--- src/rtl/opacc_seq_if.sv ---
// Command, input-beat and drain-row streams between the MPU side and opacc_seq.
interface opacc_seq_if #(
  parameter int nregs = 2,
  parameter int vl    = 4,
  parameter int ml    = 4,
  parameter int XLEN  = 64,
  parameter int LW    = 16
) ();
  localparam int RW = (nregs > 1) ? $clog2(nregs) : 1;

  logic                 cmd_valid;
  logic                 cmd_ready;
  logic [1:0]           cmd_op;
  logic [RW-1:0]        cmd_reg;
  logic [LW-1:0]        cmd_len;
  logic                 in_valid;
  logic                 in_ready;
  logic [ml*XLEN-1:0]   in_a;
  logic [vl*XLEN-1:0]   in_b;
  logic                 out_valid;
  logic                 out_ready;
  logic [vl*XLEN-1:0]   out_row;
  logic                 done;
  logic                 busy;

  modport master (
    output cmd_valid, cmd_op, cmd_reg, cmd_len, in_valid, in_a, in_b, out_ready,
    input  cmd_ready, in_ready, out_valid, out_row, done, busy
  );

  modport slave (
    input  cmd_valid, cmd_op, cmd_reg, cmd_len, in_valid, in_a, in_b, out_ready,
    output cmd_ready, in_ready, out_valid, out_row, done, busy
  );
endinterface

--- src/rtl/opacc_seq.sv ---
// Sequencer driving the outer-product accumulator's register-file port:
// tile load, A/B MAC streaming, tile zeroing and row-by-row drain.
module opacc_seq #(
  parameter int nregs = 2,
  parameter int vl    = 4,
  parameter int ml    = 4,
  parameter int XLEN  = 64,
  parameter int LW    = 16,
  localparam int RW   = (nregs > 1) ? $clog2(nregs) : 1
) (
  input  logic               clk,
  input  logic               reset,
  opacc_seq_if.slave         bus,
  output logic               o_opc_c_valid,
  output logic               o_opc_ab_valid,
  output logic [RW-1:0]      o_opc_ci_addr,
  output logic [RW-1:0]      o_opc_ab_addr,
  output logic [ml*XLEN-1:0] o_opc_ai,
  output logic [vl*XLEN-1:0] o_opc_bi,
  output logic [vl*XLEN-1:0] o_opc_ci,
  input  logic [vl*XLEN-1:0] i_opc_co
);
  typedef enum logic [2:0] {
    S_IDLE, S_LOAD, S_MAC, S_ZERO, S_STORE, S_SBUB, S_FLUSH
  } state_t;

  localparam logic [LW-1:0] ML_LAST = LW'(ml - 1);
  localparam logic [LW-1:0] ML_ROWS = LW'(ml);

  state_t             r_state, w_state;
  logic [LW-1:0]      r_cnt, w_cnt;
  logic [LW-1:0]      r_len, w_len;
  logic [RW-1:0]      r_tile, w_tile;
  logic               r_c_valid, w_c_valid;
  logic               r_ab_valid, w_ab_valid;
  logic [ml*XLEN-1:0] r_ai, w_ai;
  logic [vl*XLEN-1:0] r_bi, w_bi;
  logic [vl*XLEN-1:0] r_ci, w_ci;
  logic               w_cmd_ready, w_in_ready, w_out_valid, w_done;

  // The counter compares against len-1 on the final beat, so a MAC of 2^LW-1 never wraps.
  always_comb begin
    w_state     = r_state;
    w_cnt       = r_cnt;
    w_len       = r_len;
    w_tile      = r_tile;
    w_c_valid   = 1'b0;
    w_ab_valid  = 1'b0;
    w_ai        = r_ai;
    w_bi        = r_bi;
    w_ci        = r_ci;
    w_cmd_ready = 1'b0;
    w_in_ready  = 1'b0;
    w_out_valid = 1'b0;
    w_done      = 1'b0;
    case (r_state)
      S_IDLE: begin
        w_cmd_ready = 1'b1;
        if (bus.cmd_valid) begin
          w_tile = bus.cmd_reg;
          w_cnt  = '0;
          w_len  = bus.cmd_len;
          case (bus.cmd_op)
            2'd0: w_state = S_LOAD;
            2'd1: begin
              if (bus.cmd_len == '0) w_state = S_FLUSH;
              else                   w_state = S_MAC;
            end
            2'd2:    w_state = S_STORE;
            default: w_state = S_ZERO;
          endcase
        end
      end
      S_LOAD: begin
        w_in_ready = 1'b1;
        if (bus.in_valid) begin
          w_c_valid = 1'b1;
          w_ci      = bus.in_b;
          w_cnt     = r_cnt + LW'(1);
          if (r_cnt == ML_LAST) w_state = S_FLUSH;
        end
      end
      S_MAC: begin
        w_in_ready = 1'b1;
        if (bus.in_valid) begin
          w_ab_valid = 1'b1;
          w_ai       = bus.in_a;
          w_bi       = bus.in_b;
          w_cnt      = r_cnt + LW'(1);
          if (r_cnt == r_len - LW'(1)) w_state = S_FLUSH;
        end
      end
      S_ZERO: begin
        w_c_valid = 1'b1;
        w_ci      = '0;
        w_cnt     = r_cnt + LW'(1);
        if (r_cnt == ML_LAST) w_state = S_FLUSH;
      end
      S_STORE: begin
        w_out_valid = 1'b1;
        if (bus.out_ready) begin
          w_c_valid = 1'b1;
          w_ci      = '0;
          w_cnt     = r_cnt + LW'(1);
          w_state   = S_SBUB;
        end
      end
      S_SBUB: begin
        if (r_cnt == ML_ROWS) begin
          w_done  = 1'b1;
          w_state = S_IDLE;
        end else begin
          w_state = S_STORE;
        end
      end
      S_FLUSH: begin
        w_done  = 1'b1;
        w_state = S_IDLE;
      end
      default: w_state = S_IDLE;
    endcase
  end

  always_ff @(posedge clk) begin
    if (reset) begin
      r_state    <= S_IDLE;
      r_cnt      <= '0;
      r_len      <= '0;
      r_tile     <= '0;
      r_c_valid  <= 1'b0;
      r_ab_valid <= 1'b0;
      r_ai       <= '0;
      r_bi       <= '0;
      r_ci       <= '0;
    end else begin
      r_state    <= w_state;
      r_cnt      <= w_cnt;
      r_len      <= w_len;
      r_tile     <= w_tile;
      r_c_valid  <= w_c_valid;
      r_ab_valid <= w_ab_valid;
      r_ai       <= w_ai;
      r_bi       <= w_bi;
      r_ci       <= w_ci;
    end
  end

  assign bus.cmd_ready  = w_cmd_ready;
  assign bus.in_ready   = w_in_ready;
  assign bus.out_valid  = w_out_valid;
  assign bus.out_row    = w_out_valid ? i_opc_co : '0;
  assign bus.done       = w_done;
  assign bus.busy       = (r_state != S_IDLE);

  assign o_opc_c_valid  = r_c_valid;
  assign o_opc_ab_valid = r_ab_valid;
  assign o_opc_ci_addr  = r_tile;
  assign o_opc_ab_addr  = r_tile;
  assign o_opc_ai       = r_ai;
  assign o_opc_bi       = r_bi;
  assign o_opc_ci       = r_ci;
endmodule

--- src/flat_wrapper.sv ---
// flat-port wrapper written by rule: the top's interface ports become plain ports
module opacc_seq_flat 
#(
  parameter int nregs = 2,
  parameter int vl    = 4,
  parameter int ml    = 4,
  parameter int XLEN  = 64,
  parameter int LW    = 16,
  localparam int RW   = (nregs > 1) ? $clog2(nregs) : 1
)
  (clk, reset, o_opc_c_valid, o_opc_ab_valid, o_opc_ci_addr, o_opc_ab_addr, o_opc_ai, o_opc_bi, o_opc_ci, i_opc_co, bus_cmd_valid, bus_cmd_op, bus_cmd_reg, bus_cmd_len, bus_in_valid, bus_in_a, bus_in_b, bus_out_ready, bus_cmd_ready, bus_in_ready, bus_out_valid, bus_out_row, bus_done, bus_busy);
  opacc_seq_if #(.nregs(nregs), .vl(vl), .ml(ml), .XLEN(XLEN), .LW(LW)) bus_i ();
  input  logic clk;
  input  logic reset;
  output logic o_opc_c_valid;
  output logic o_opc_ab_valid;
  output logic [RW-1:0] o_opc_ci_addr;
  output logic [RW-1:0] o_opc_ab_addr;
  output logic [ml*XLEN-1:0] o_opc_ai;
  output logic [vl*XLEN-1:0] o_opc_bi;
  output logic [vl*XLEN-1:0] o_opc_ci;
  input  logic [vl*XLEN-1:0] i_opc_co;
  input wire logic [$bits(bus_i.cmd_valid)-1:0] bus_cmd_valid;
  input wire logic [$bits(bus_i.cmd_op)-1:0] bus_cmd_op;
  input wire logic [$bits(bus_i.cmd_reg)-1:0] bus_cmd_reg;
  input wire logic [$bits(bus_i.cmd_len)-1:0] bus_cmd_len;
  input wire logic [$bits(bus_i.in_valid)-1:0] bus_in_valid;
  input wire logic [$bits(bus_i.in_a)-1:0] bus_in_a;
  input wire logic [$bits(bus_i.in_b)-1:0] bus_in_b;
  input wire logic [$bits(bus_i.out_ready)-1:0] bus_out_ready;
  output wire logic [$bits(bus_i.cmd_ready)-1:0] bus_cmd_ready;
  output wire logic [$bits(bus_i.in_ready)-1:0] bus_in_ready;
  output wire logic [$bits(bus_i.out_valid)-1:0] bus_out_valid;
  output wire logic [$bits(bus_i.out_row)-1:0] bus_out_row;
  output wire logic [$bits(bus_i.done)-1:0] bus_done;
  output wire logic [$bits(bus_i.busy)-1:0] bus_busy;
  assign bus_i.cmd_valid = bus_cmd_valid;
  assign bus_i.cmd_op = bus_cmd_op;
  assign bus_i.cmd_reg = bus_cmd_reg;
  assign bus_i.cmd_len = bus_cmd_len;
  assign bus_i.in_valid = bus_in_valid;
  assign bus_i.in_a = bus_in_a;
  assign bus_i.in_b = bus_in_b;
  assign bus_i.out_ready = bus_out_ready;
  assign bus_cmd_ready = bus_i.cmd_ready;
  assign bus_in_ready = bus_i.in_ready;
  assign bus_out_valid = bus_i.out_valid;
  assign bus_out_row = bus_i.out_row;
  assign bus_done = bus_i.done;
  assign bus_busy = bus_i.busy;
  opacc_seq #(.nregs(nregs), .vl(vl), .ml(ml), .XLEN(XLEN), .LW(LW)) u_core (.clk(clk), .reset(reset), .bus(bus_i), .o_opc_c_valid(o_opc_c_valid), .o_opc_ab_valid(o_opc_ab_valid), .o_opc_ci_addr(o_opc_ci_addr), .o_opc_ab_addr(o_opc_ab_addr), .o_opc_ai(o_opc_ai), .o_opc_bi(o_opc_bi), .o_opc_ci(o_opc_ci), .i_opc_co(i_opc_co));
endmodule
--- config.mk ---
export PLATFORM = sky130hd
export DESIGN_NAME = opacc_seq_flat
export DESIGN_NICKNAME = d
export VERILOG_FILES = /design/src/rtl/opacc_seq_if.sv /design/src/rtl/opacc_seq.sv /design/src/flat_wrapper.sv
export SDC_FILE = /design/constraint.sdc
export NUM_CORES = 2
export LEC_CHECK = 0
export ABC_CLOCK_PERIOD_IN_PS = 2100
export BUFFER_PORTS_ARGS = -buffer_cell sky130_fd_sc_hd__buf_2
export CORE_AREA = 3 3 715 717
export DETAILED_ROUTE_END_ITERATION = 16
export DIE_AREA = 0 0 718 720
export SYNTH_ARGS = -nofsm -noshare
export SYNTH_HDL_FRONTEND = slang
export SYNTH_SLANG_ARGS = --single-unit
--- constraint.sdc ---
create_clock -name clk -period 2.1 [get_ports clk]
set_input_delay 0.21 -clock clk [delete_from_list [all_inputs] [get_ports clk]]
set_output_delay 0.21 -clock clk [all_outputs]
set_load 0.02 [all_outputs]
==> flow_summary.ini <==
[run_status]
run_status = complete, but fails checks
violations = setup timing

[sta]
setup_viol = 266
fin_skew_ns = 0.0997
rsz0062_at_grt = true
fin_crit_sh = 1.25
slew_headroom = 0.458
slew_viol_final = 0
fin_crit_ns = 2.63
whs_ns = 0.104
setup_slack_ns = -0.532
worstMarginPinSlew_ns = 0.819
fmax_ghz = 0.380
setup_tns_ns = -105.91
hold_viol = 0

[synthesis]
yosysSeqAreaShare = 0.528
synth_nets = 4736
async_flop_share = 0
synth_edf_count = 0
ys_types = 57
synth-main-ff-cell = dfxtp_1
ys_warn_count = 0
avgSynthCellArea_sq_um = 7.75
synthesis.instances = 3939
ys_seq_elements = 806
syn-cell-area_sq_um = 30500

[floorplanning]
die-area_sq_um = 517000
core_sq_um = 505000
initial_utilization = 0.0605
die_h_um = 720
die_w_um = 718
ios = 1825
rows = 261

[critical_path]
cp_num_buf_inv = 6
path_max_fanout = 8
cp_common_cell = buf_12
cp_top_family = buffers and inverters
timing_worst_setup_path_type = reg -> out
endpoint_kind = output pin
cp_slowest_stage_delay_ns = 0.35
cp_cell_sequence = nor2_4, nand2_4, inv_8, buf_16, buf_12, buf_12, clkbuf_16, and2_4, buf_6
cp.arrival_ns = 2.42
crit_required_ns = 1.89
cp-start-kind = flop
slowest_stage = dfxtp_4

[detailed_routing]
dr_total_vias = 42000
drc = 0
wl_per_cell_um = 35.5
via_per_inst = 3.14
drt_iter0_markers = 3306
ant_nets = 0
routed_wl_mm = 475
first_pass_iters = 6

[placement]
gp_congestion = 0.977
post_dp_cell_area_sq_um = 48900
hpwl_mm = 412
io_buffers = 1824
dp_cells = 12300
pre_cts_ws_ns = -0.151

[clocking]
clockRootBuffer = clkbuf_16
htree_levels = 3
cts-buffers-inserted = 113
cts_tree = built
clk_latency_ns = 0.85
clock-sinks = 806
clk_pin_slew_ns = 0.06
clockBufferDepth = 4

[grt]
grtUsageTotal = 0.172
grt_antenna_before_repair = 448
grt_max_degree = 111
grt_pass1_wl_mm = 548
grt_overflow = 0
grt_pass1_vias = 38100

[cells_and_area]
n_fill_cell = 58000
nNetsFinal = 7176
layout.cells.non_filler = 13400
area_growth_pct = 112
regArea_sq_um = 16100
drive_above_1_share = 0.420
final_area_sq_um = 64700
multi_input_area_sq_um = 14400
utilization = 0.128

[power_and_ir_drop]
powerDensity_nw_per_um2 = 1050
power.total_mw = 67.8
power.leakage_nw = 25.6
max-vdd-ir-drop_v = 0.000698

[hold_path]
hold_path.class = in -> reg

[flow_run]
cap_viol_max_count = 0
-- metal layers --
| metal | GRT usage | share of wire | routed length, um |
|---|---|---|---|
| met1 | 0.200 | 0.40 | 191000 |
| met3 | 0.123 | 0.15 | 72300 |
| met5 | 0 | 0.0035 | 1640 |
| met4 | 0.0744 | 0.057 | 27200 |
| met2 | 0.237 | 0.38 | 183000 |
-- worst min-delay path, cell delays in order --
cell,delay (ns)
dlygate4sd3_1,0.53
buf_2,0.12
nand2_1,0.04
a21oi_1,0.05
-- final cells by class --
| type | count | share of cell area |
|---|---|---|
| diodes | 208 | 0.00805 |
| clock buffers | 143 | 0.0486 |
| clock inverters | 59 | 0.0122 |
| inverters | 9 | 0.000639 |
| multi-input cells | 2798 | 0.223 |
| flip-flops and latches | 806 | 0.250 |
| well taps | 6706 | 0.130 |
| repair buffers | 2651 | 0.328 |
-- worst paths after layout --
check / start / end / slack, ns / depth (start not counted)
worst min register to register: u_core.o_opc_ci[13]$_SDFFE_PP0P_ / u_core.o_opc_ci[13]$_SDFFE_PP0P_ / 0.45 / 2
worst max register to register: u_core.r_state[0]$_SDFFE_PP0P_ / u_core.r_cnt[13]$_SDFFE_PP0P_ / -0.04 / 9
worst min-delay path: bus_in_a[169] / u_core.o_opc_ai[169]$_SDFFE_PP0P_ / 0.10 / 4
worst max-delay path: u_core.r_state[0]$_SDFFE_PP0P_ / bus_out_row[180] / -0.53 / 9
-- Yosys cell counts, types with 2 or more instances --
master	instances	share of area
nand4_1	6	0.0012
inv_1	8	0.00098
buf_2	48	0.0079
nor4_4	2	0.0014
and2_1	258	0.053
nand4b_1	2	0.00057
and3_1	7	0.0014
nor2_2	2	0.00041
a21oi_1	798	0.13
buf_1	40	0.0049
nand3_1	260	0.043
o211ai_1	2	0.00049
clkbuf_1	231	0.028
nor3_1	9	0.0015
nand2_1	1335	0.16
mux2i_1	3	0.00098
buf_6	3	0.0011
nand2b_1	4	0.00082
nor2_1	25	0.0031
buf_4	2	0.00049
ha_1	5	0.0020
o21ai_0	8	0.0013
dfxtp_1	806	0.53
and4_1	2	0.00057
xor2_1	14	0.0040
nor4_1	6	0.0012
or3_1	4	0.00082
xnor2_1	19	0.0054
o32ai_1	2	0.00057
-- power breakdown --
group          total, mW  internal, mW  leakage, nW  switching, mW
Clock               21.0          12.4         1.93           8.57
Combinational       27.7          9.50         17.2           18.3
Sequential          19.0          17.5         6.53           1.50
-- cell families after synthesis --
kind of cell / count (synthesis) / share of synthesized area
adder cells (fa/ha/maj): 5 / 0.00205
XOR/XNOR: 33 / 0.00946
multiplexers: 4 / 0.00135
flip-flops: 806 / 0.528
buffers and inverters: 335 / 0.0445
AO/OA/AOI/OAI: 822 / 0.138
AND/OR/NAND/NOR: 1934 / 0.277
-- cell usage in the layout, fill, tap and decap left out, drive strengths merged, types with 2 or more instances in the layout --
cell type | netlist | routed
o32ai | 2 | 2
a21oi | 798 | 798
mux2i | 3 | 3
ha | 5 | 5
nand4b | 2 | 2
nor3 | 10 | 10
and4 | 3 | 3
nand4 | 7 | 7
or3 | 4 | 4
clkinvlp | 0 | 6
or2 | 2 | 2
diode | 0 | 208
nor4 | 8 | 8
clkinv | 0 | 27
dfxtp | 806 | 806
nor2 | 27 | 27
nand2b | 4 | 4
and2 | 259 | 259
dlygate4sd3 | 0 | 540
nand3 | 260 | 260
nand2 | 1335 | 1335
nor4b | 2 | 2
and3 | 7 | 7
inv | 9 | 20
buf | 93 | 2083
o211ai | 2 | 2
o21ai | 10 | 10
bufinv | 0 | 15
xnor2 | 19 | 19
xor2 | 14 | 14
clkbuf | 233 | 171
-- sequential cells by signal (all words and copies together) (netlist names) --
signal	count
u_core.o_opc_bi	256
u_core.r_state	3
u_core.o_opc_ci	256
u_core.o_opc_ab_addr	1
u_core.r_cnt	16
u_core.r_len	16
u_core.o_opc_ai	256
u_core.o_opc_ab_valid	1
u_core.o_opc_c_valid	1
-- what timing repair did --
action | in CTS | in global routing
pin swaps | 156 | 181
buffers inserted | 52 | 47
hold endpoints to repair | 793 | 0
cloned | 42 | 33
hold buffers | 540 | 0
gates resized for setup | 814 | 332
endpoints found under the setup margin | 389 | 567
Power figures use the tool's default switching activity.
